$ cat src/rtl/conv_pkg.sv
// -----------------------------------------------------------------------------
// conv_pkg
// Shared definitions for the conv2d frame path: default frame geometry, the
// derived counts and address widths, the controller state encoding and a
// helper that sizes address buses.
// Ports: none (package).
// -----------------------------------------------------------------------------
package conv_pkg;

  // Address width for a memory of n entries; never narrower than one bit.
  function automatic int addr_w(input int n);
    return (n > 1) ? $clog2(n) : 1;
  endfunction

  // Default frame geometry (5x5 image, 3x3 kernel).
  localparam int DEF_IMG_W = 5;
  localparam int DEF_IMG_H = 5;
  localparam int DEF_K     = 3;

  localparam int OUT_W  = DEF_IMG_W - DEF_K + 1;
  localparam int OUT_H  = DEF_IMG_H - DEF_K + 1;
  localparam int N_IN   = DEF_IMG_W * DEF_IMG_H;
  localparam int N_OUT  = OUT_W * OUT_H;
  localparam int IN_AW  = addr_w(N_IN);
  localparam int OUT_AW = addr_w(N_OUT);
  localparam int CNT_W  = addr_w(N_OUT + 1);

  typedef enum logic [1:0] {
    IDLE   = 2'd0,
    STREAM = 2'd1,
    DRAIN  = 2'd2,
    DONE   = 2'd3
  } state_e;

endpackage

$ cat src/rtl/conv_fmap_buf.sv
// -----------------------------------------------------------------------------
// conv_fmap_buf
// Feature-map buffer: one write port, one registered read port.
// Ports:
//   clk, rst       clock, synchronous active-high reset (read register only)
//   we/waddr/wdata write strobe, index and signed result word
//   raddr          read index; out-of-range indices read back as 0
//   rdata          registered read data, one cycle after raddr
// -----------------------------------------------------------------------------
module conv_fmap_buf
  import conv_pkg::*;
#(
  parameter int ACC_W = 32,
  parameter int DEPTH = 9,
  parameter int AW    = 4
) (
  input  logic                    clk,
  input  logic                    rst,
  input  logic                    we,
  input  logic [AW-1:0]           waddr,
  input  logic signed [ACC_W-1:0] wdata,
  input  logic [AW-1:0]           raddr,
  output logic signed [ACC_W-1:0] rdata
);

  logic signed [ACC_W-1:0] mem_r [DEPTH];
  logic signed [ACC_W-1:0] rdata_r;
  logic                    rd_in_range_s;

  // Range check for the read index.
  always_comb begin
    rd_in_range_s = ({1'b0, raddr} < (AW + 1)'(DEPTH));
  end

  // Storage write; contents are intentionally not reset.
  always_ff @(posedge clk) begin
    if (we) begin
      mem_r[waddr] <= wdata;
    end
  end

  // Registered read port.
  always_ff @(posedge clk) begin
    if (rst) begin
      rdata_r <= '0;
    end else if (rd_in_range_s) begin
      rdata_r <= mem_r[raddr];
    end else begin
      rdata_r <= '0;
    end
  end

  assign rdata = rdata_r;

endmodule

$ cat src/rtl/conv_stream_ctrl.sv
// -----------------------------------------------------------------------------
// conv_stream_ctrl
// Holds one IMG_H x IMG_W frame, streams it in raster order to conv2d over a
// valid/ready handshake and collects the OUT_H x OUT_W results into a
// feature-map buffer.
// Ports:
//   clk, rst                    clock, synchronous active-high reset
//   ld_en/ld_addr/ld_data       frame write port (only while not busy)
//   start                       pulse that begins a frame from IDLE or DONE
//   pix_valid/pix_ready         pixel handshake, pixel_out is the payload
//   res_valid/conv_out          result stream from conv2d
//   rd_addr/rd_data             feature-map read, one-cycle latency
//   busy, done, res_count       status; overflow is a sticky error flag
// -----------------------------------------------------------------------------
module conv_stream_ctrl
  import conv_pkg::*;
#(
  parameter int DATA_W = 8,
  parameter int ACC_W  = 32,
  parameter int IMG_W  = 5,
  parameter int IMG_H  = 5,
  parameter int K      = 3,
  localparam int N_PIX  = IMG_W * IMG_H,
  localparam int N_RES  = (IMG_W - K + 1) * (IMG_H - K + 1),
  localparam int PIX_AW = addr_w(N_PIX),
  localparam int RES_AW = addr_w(N_RES),
  localparam int RC_W   = addr_w(N_RES + 1)
) (
  input  logic                    clk,
  input  logic                    rst,
  input  logic                    ld_en,
  input  logic [PIX_AW-1:0]       ld_addr,
  input  logic [DATA_W-1:0]       ld_data,
  input  logic                    start,
  output logic                    pix_valid,
  input  logic                    pix_ready,
  output logic [DATA_W-1:0]       pixel_out,
  input  logic                    res_valid,
  input  logic signed [ACC_W-1:0] conv_out,
  input  logic [RES_AW-1:0]       rd_addr,
  output logic signed [ACC_W-1:0] rd_data,
  output logic                    busy,
  output logic                    done,
  output logic [RC_W-1:0]         res_count,
  output logic                    overflow
);

  state_e              state_r;
  logic [DATA_W-1:0]   mem_r [N_PIX];
  logic [PIX_AW-1:0]   in_idx_r;
  logic                pix_valid_r;
  logic [DATA_W-1:0]   pixel_out_r;
  logic                busy_r;
  logic                done_r;
  logic                overflow_r;
  logic [RC_W-1:0]     res_count_r;

  logic                idle_s;
  logic                xfer_s;
  logic                last_pix_s;
  logic [PIX_AW-1:0]   nxt_idx_s;
  logic                room_s;
  logic                cap_s;
  logic                res_done_s;
  logic                ld_ok_s;

  // Handshake, capture and load qualifiers derived from current state.
  always_comb begin
    idle_s     = (state_r == IDLE) || (state_r == DONE);
    xfer_s     = pix_valid_r && pix_ready;
    last_pix_s = (in_idx_r == PIX_AW'(N_PIX - 1));
    nxt_idx_s  = in_idx_r + PIX_AW'(1);
    room_s     = (res_count_r < RC_W'(N_RES));
    cap_s      = res_valid && !idle_s && room_s;
    // All results in hand, either already or with this cycle's capture.
    res_done_s = !room_s || (cap_s && (res_count_r == RC_W'(N_RES - 1)));
    ld_ok_s    = ld_en && idle_s && ({1'b0, ld_addr} < (PIX_AW + 1)'(N_PIX));
  end

  // Frame memory write; contents survive reset.
  always_ff @(posedge clk) begin
    if (ld_ok_s) begin
      mem_r[ld_addr] <= ld_data;
    end
  end

  // Frame controller FSM with pixel feeder and result counting.
  always_ff @(posedge clk) begin
    if (rst) begin
      state_r     <= IDLE;
      in_idx_r    <= '0;
      pix_valid_r <= 1'b0;
      pixel_out_r <= '0;
      busy_r      <= 1'b0;
      done_r      <= 1'b0;
      overflow_r  <= 1'b0;
      res_count_r <= '0;
    end else begin
      case (state_r)
        IDLE, DONE: begin
          if (start) begin
            state_r     <= STREAM;
            in_idx_r    <= '0;
            pix_valid_r <= 1'b1;
            pixel_out_r <= mem_r[0];
            busy_r      <= 1'b1;
            done_r      <= 1'b0;
            res_count_r <= '0;
            // A result arriving with start is charged to the new frame.
            overflow_r  <= res_valid;
          end else begin
            overflow_r  <= overflow_r | res_valid;
          end
        end
        STREAM: begin
          if (cap_s) begin
            res_count_r <= res_count_r + RC_W'(1);
          end else if (res_valid) begin
            overflow_r  <= 1'b1;
          end
          if (xfer_s) begin
            if (last_pix_s) begin
              pix_valid_r <= 1'b0;
              if (res_done_s) begin
                state_r <= DONE;
                busy_r  <= 1'b0;
                done_r  <= 1'b1;
              end else begin
                state_r <= DRAIN;
              end
            end else begin
              in_idx_r    <= nxt_idx_s;
              pixel_out_r <= mem_r[nxt_idx_s];
            end
          end
        end
        DRAIN: begin
          if (cap_s) begin
            res_count_r <= res_count_r + RC_W'(1);
            if (res_done_s) begin
              state_r <= DONE;
              busy_r  <= 1'b0;
              done_r  <= 1'b1;
            end
          end else if (res_valid) begin
            overflow_r <= 1'b1;
          end
        end
        default: begin
          state_r     <= IDLE;
          pix_valid_r <= 1'b0;
          busy_r      <= 1'b0;
          done_r      <= 1'b0;
        end
      endcase
    end
  end

  conv_fmap_buf #(
    .ACC_W (ACC_W),
    .DEPTH (N_RES),
    .AW    (RES_AW)
  ) u_fmap_buf (
    .clk   (clk),
    .rst   (rst),
    .we    (cap_s),
    .waddr (res_count_r[RES_AW-1:0]),
    .wdata (conv_out),
    .raddr (rd_addr),
    .rdata (rd_data)
  );

  assign pix_valid = pix_valid_r;
  assign pixel_out = pixel_out_r;
  assign busy      = busy_r;
  assign done      = done_r;
  assign overflow  = overflow_r;
  assign res_count = res_count_r;

endmodule

$ cat config.mk
export PLATFORM = sky130hd
export DESIGN_NAME = conv_stream_ctrl
export DESIGN_NICKNAME = d
export VERILOG_FILES = /design/src/rtl/conv_pkg.sv /design/src/rtl/conv_fmap_buf.sv /design/src/rtl/conv_stream_ctrl.sv
export SDC_FILE = /design/constraint.sdc
export NUM_CORES = 1
export LEC_CHECK = 0
export CAP_MARGIN = 25
export CORE_MARGIN = 1.5
export CORE_UTILIZATION = 50
export DETAILED_ROUTE_END_ITERATION = 12
export GPL_ROUTABILITY_DRIVEN = 0
export GPL_TIMING_DRIVEN = 0
export PLACE_DENSITY = 0.78
export SLEW_MARGIN = 20
export SYNTH_ARGS = -nofsm -noshare
export SYNTH_HDL_FRONTEND = slang
export SYNTH_HIERARCHICAL = 1
export SYNTH_SLANG_ARGS = --single-unit
export TNS_END_PERCENT = 50
$ cat constraint.sdc
create_clock -name clk -period 5 [get_ports clk]
set_input_delay 1.25 -clock clk [delete_from_list [all_inputs] [get_ports clk]]
set_output_delay 1.25 -clock clk [all_outputs]
set_load 0.01 [all_outputs]
==> impl_metrics.yaml <==
detailed_routing:
  finalWirelength_um: 45000
  drt-initial-drc-count: 948
  avgRoutedWirePerCell_um: 24.0
  drc: 0
  vias_per_cell: 5.91
  routed-via-count: 11073
  first_pass_iters: 5
  ant_nets: 0
clock_network:
  clock-sinks: 543
  cts-root-buf: "clkbuf_16"
  path_clk_slew_ns: 0.06
  cts.htree.levels: 2
  holdBufCountCts: 0
  cts_tree: "done"
  clockBufferDepth: 3
  cts_setup_buffers: 0
  clk_latency_ns: 0.59
  cts.repair.resized: 0
  cts_buffers: 52
critical_path:
  cpMaxStageDelayCell: "nor3_2"
  r2r-end: "pixel_out[1]$_SDFFE_PP0P_"
  slowest_delay_ns: 0.67
  cp-end-kind: "flip-flop"
  worstPathMaxFanout: 10
  worstPathCellList: "clkdlybuf4s50_1 -> nand2b_1 -> a21oi_1 -> nand3b_1 -> nor3_2 -> buf_4 -> buf_6"
  path_class: "in2reg"
  worstPathArrival_ns: 3.97
  cp-start-kind: "input pin"
  reg2reg_from: "in_idx_r[0]$_SDFFE_PP0P_"
  cp.required_ns: 5.29
  r2r_slack_ns: 1.38
  r2r_cells: 12
grt:
  overflow: 0
  grt_max_degree: 26
  antenna_found_initial: 1
  grtUsageTotal_pct: 20.9
  first_global_vias: 11457
  grt_pass1_wl_um: 68200
synth:
  synthMuxAreaShare_pct: 13.0
  synth_area_mm2: 0.0212
  synthesis.nets: 1180
  synth-edff-count: 488
  yosysWarnings: 6
  synthSimpleGateAreaFrac_pct: 3.87
  ys.flop_type: "edfxtp_1"
  ys_types: 51
  synth_top_family_by_area: "multiplexers"
  synth_compound_gate_area_share_pct: 6.31
  synthAdderAreaFrac_pct: 0.413
  synth_xor_area_share_pct: 0.159
  yosysSeqAreaShare_pct: 74.2
  ys_seq_elements: 543
  syn-instance-count: 1118
  synth_async_sr_flop_share_pct: 0
  syn_area_per_cell_um2: 19.0
final_layout:
  layout-drive-gt1-share_pct: 25.0
  n_fill_cell: 2957
  synthToLayoutAreaGrowth_pct: 17.7
  nets: 1354
timing:
  setup_viol: 0
  fmax_mhz: 272
  min_period_over_period_pct: 73.5
  fin_crit_ns: 3.68
  finalHoldViolCount: 0
  slew-limit-headroom_pct: 30.1
  tightestPinTransition_ns: 1.04
  skew_ns: 0.0176
  drv_slew: 0
  hold_ws_ns: 0.456
  rsz0062_at_grt: "false"
min_path:
  holdPathStages: 2
  min_path_type: "reg2reg"
  hold_path_end: "overflow$_SDFFE_PP0P_"
  hold_start: "overflow$_SDFFE_PP0P_"
die:
  die_area_mm2: 0.0437
  num_rows: 75
  core_area_mm2: 0.0419
  dieHeight_um: 209
  dieWidth_um: 209
  initial_core_util_pct: 50.6
  pin_count: 103
power:
  power_mw: 10.4
  peakVddDrop_uv: 401
  p_per_area_mw_per_mm2: 415
  power.leakage_nw: 7.92
status:
  outcome: "completed"
placed_design:
  port_buffers: 98
  dp_hpwl_um: 29300
job:
  drv_cap: 0
worst max-delay path, delay by kind of cell:
kind | cells | cell delay (ns)
simple gates | 3 | 1.17
buf+inv | 3 | 0.98
compound gates | 1 | 0.54
registers in the layout (all words and copies together) (netlist names):
signal,count
busy,1
done,1
in_idx_r,5
mem_r,200
overflow,1
pix_valid,1
pixel_out,8
res_count,4
state_r,2
u_fmap_buf/mem_r,288
u_fmap_buf/rdata,32
cells by family after synthesis:
group,after synthesis
buffers and inverters,69
xor gates and xnor gates,3
adders and majority gates,7
DFF,543
and+or+nand+nor,175
muxes,170
AOI/OAI and AO/OA,151
power by group:
group	total (mW)	leakage [nW]	internal, mW	switching (mW)
sequential	5.24	4.85	5.15	0.0896
combinational	1.17	2.22	0.481	0.684
clock	3.95	0.852	2.33	1.63
synth_stat cells, types with 3 or more instances:
cell type	count	area, µm²
mux4_2	64	1440
mux2i_1	23	230
nor2b_1	5	31.3
a22oi_1	25	188
mux2_2	73	822
edfxtp_1	488	14700
inv_1	9	33.8
buf_2	15	75.1
a31oi_1	7	43.8
o2111ai_1	8	70.1
o22a_1	6	52.6
nand3_1	10	50.1
a21oi_1	43	215
mux4_1	10	263
buf_4	8	60.1
nor2_1	61	229
nor4_1	3	18.8
nor3_1	4	20.0
a221oi_2	30	450
dfxtp_1	55	1100
buf_6	10	113
buf_12	3	60.1
nand2b_1	10	62.6
o21ai_0	5	25.0
ha_1	7	87.6
a22oi_2	15	188
nand2_1	56	210
or2_2	3	18.8
nand3b_1	4	30.0
clkbuf_1	23	86.3
or3_1	9	56.3
worst max path at each step:
| stage | from | to | slack, ns | cells after the start |
|---|---|---|---|---|
| detailed placement | res_valid | u_fmap_buf/mem_r[4][17]$_DFFE_PP_ | 0.68 | 7 |
| CTS | res_valid | u_fmap_buf/mem_r[4][3]$_DFFE_PP_ | 1.30 | 7 |
| floorplan | res_valid | u_fmap_buf/mem_r[0][0]$_DFFE_PP_ | 0.11 | 4 |
| finish | res_valid | u_fmap_buf/mem_r[4][3]$_DFFE_PP_ | 1.32 | 7 |
| global route | res_valid | u_fmap_buf/mem_r[4][3]$_DFFE_PP_ | 1.13 | 7 |
| global placement | res_valid | u_fmap_buf/mem_r[0][17]$_DFFE_PP_ | -2.76 | 5 |
metrics by stage:
stage               area (µm²)  TNS, ns  utilization [%]  instances  worst slack (ns)
global placement         22900  -413.41             54.5       1755             -2.76
global route             25000        0             59.5       1873              1.13
finish                   25000        0             59.5       1874              1.32
detailed placement       23200        0             55.3       1775             0.684
floorplan                21200        0                -       1118             0.105
CTS                      25000        0             59.5       1871              1.30
area by class of cell:
| class | count | area (µm²) | area share [%] |
|---|---|---|---|
| Buffer | 60 | 398 | 1.59 |
| Tap cell | 539 | 674 | 2.70 |
| Multi-Input combinational cell | 506 | 5110 | 20.5 |
| Clock buffer | 69 | 1440 | 5.75 |
| Inverter | 9 | 33.8 | 0.135 |
| Timing Repair Buffer | 120 | 1260 | 5.05 |
| Clock inverter | 27 | 307 | 1.23 |
| Antenna cell | 1 | 2.50 | 0.0100 |
| Sequential cell | 543 | 15800 | 63.1 |
layer usage:
metal / routed length [µm] / vias to the layer above / track usage (%)
met5: 0 / - / 0
met3: 3200 / 93 / 4.12
li1: - / 4882 / -
met2: 23000 / 413 / 36.2
met1: 17300 / 5685 / 26.1
met4: 1430 / 0 / 7.52
placed cells by master (no fill, tap or decap), types with 4 or more instances in the layout:
cell             synthesis  layout
o2111ai_1                8       8
mux2i_1                 23      23
bufinv_16                0       6
nand2b_1                10      10
a31oi_1                  7       7
dfxtp_1                 55      55
nor2b_1                  5       5
o21ai_0                  5       5
a22oi_1                 25      25
nor2_4                   0       6
nand2_1                 56      56
o22a_1                   6       6
ha_1                     7       7
buf_12                   3       7
buf_4                    8      15
buf_6                   10      16
edfxtp_1               488     488
clkdlybuf4s50_1          0      98
buf_2                   15      16
mux4_2                  64      64
a22oi_2                 15      15
mux4_1                  10      10
clkbuf_16                0      52
nand3b_1                 4       4
or3_1                    9       9
nand3_1                 10      10
inv_1                    9       9
clkinv_2                 0       7
clkinv_1                 0      12
nor2_1                  61      55
a221oi_2                30      30
mux2_2                  73      73
clkbuf_8                 0       7
a21oi_1                 43      43
clkbuf_1                23      33
(Power assumes the default switching activity.)
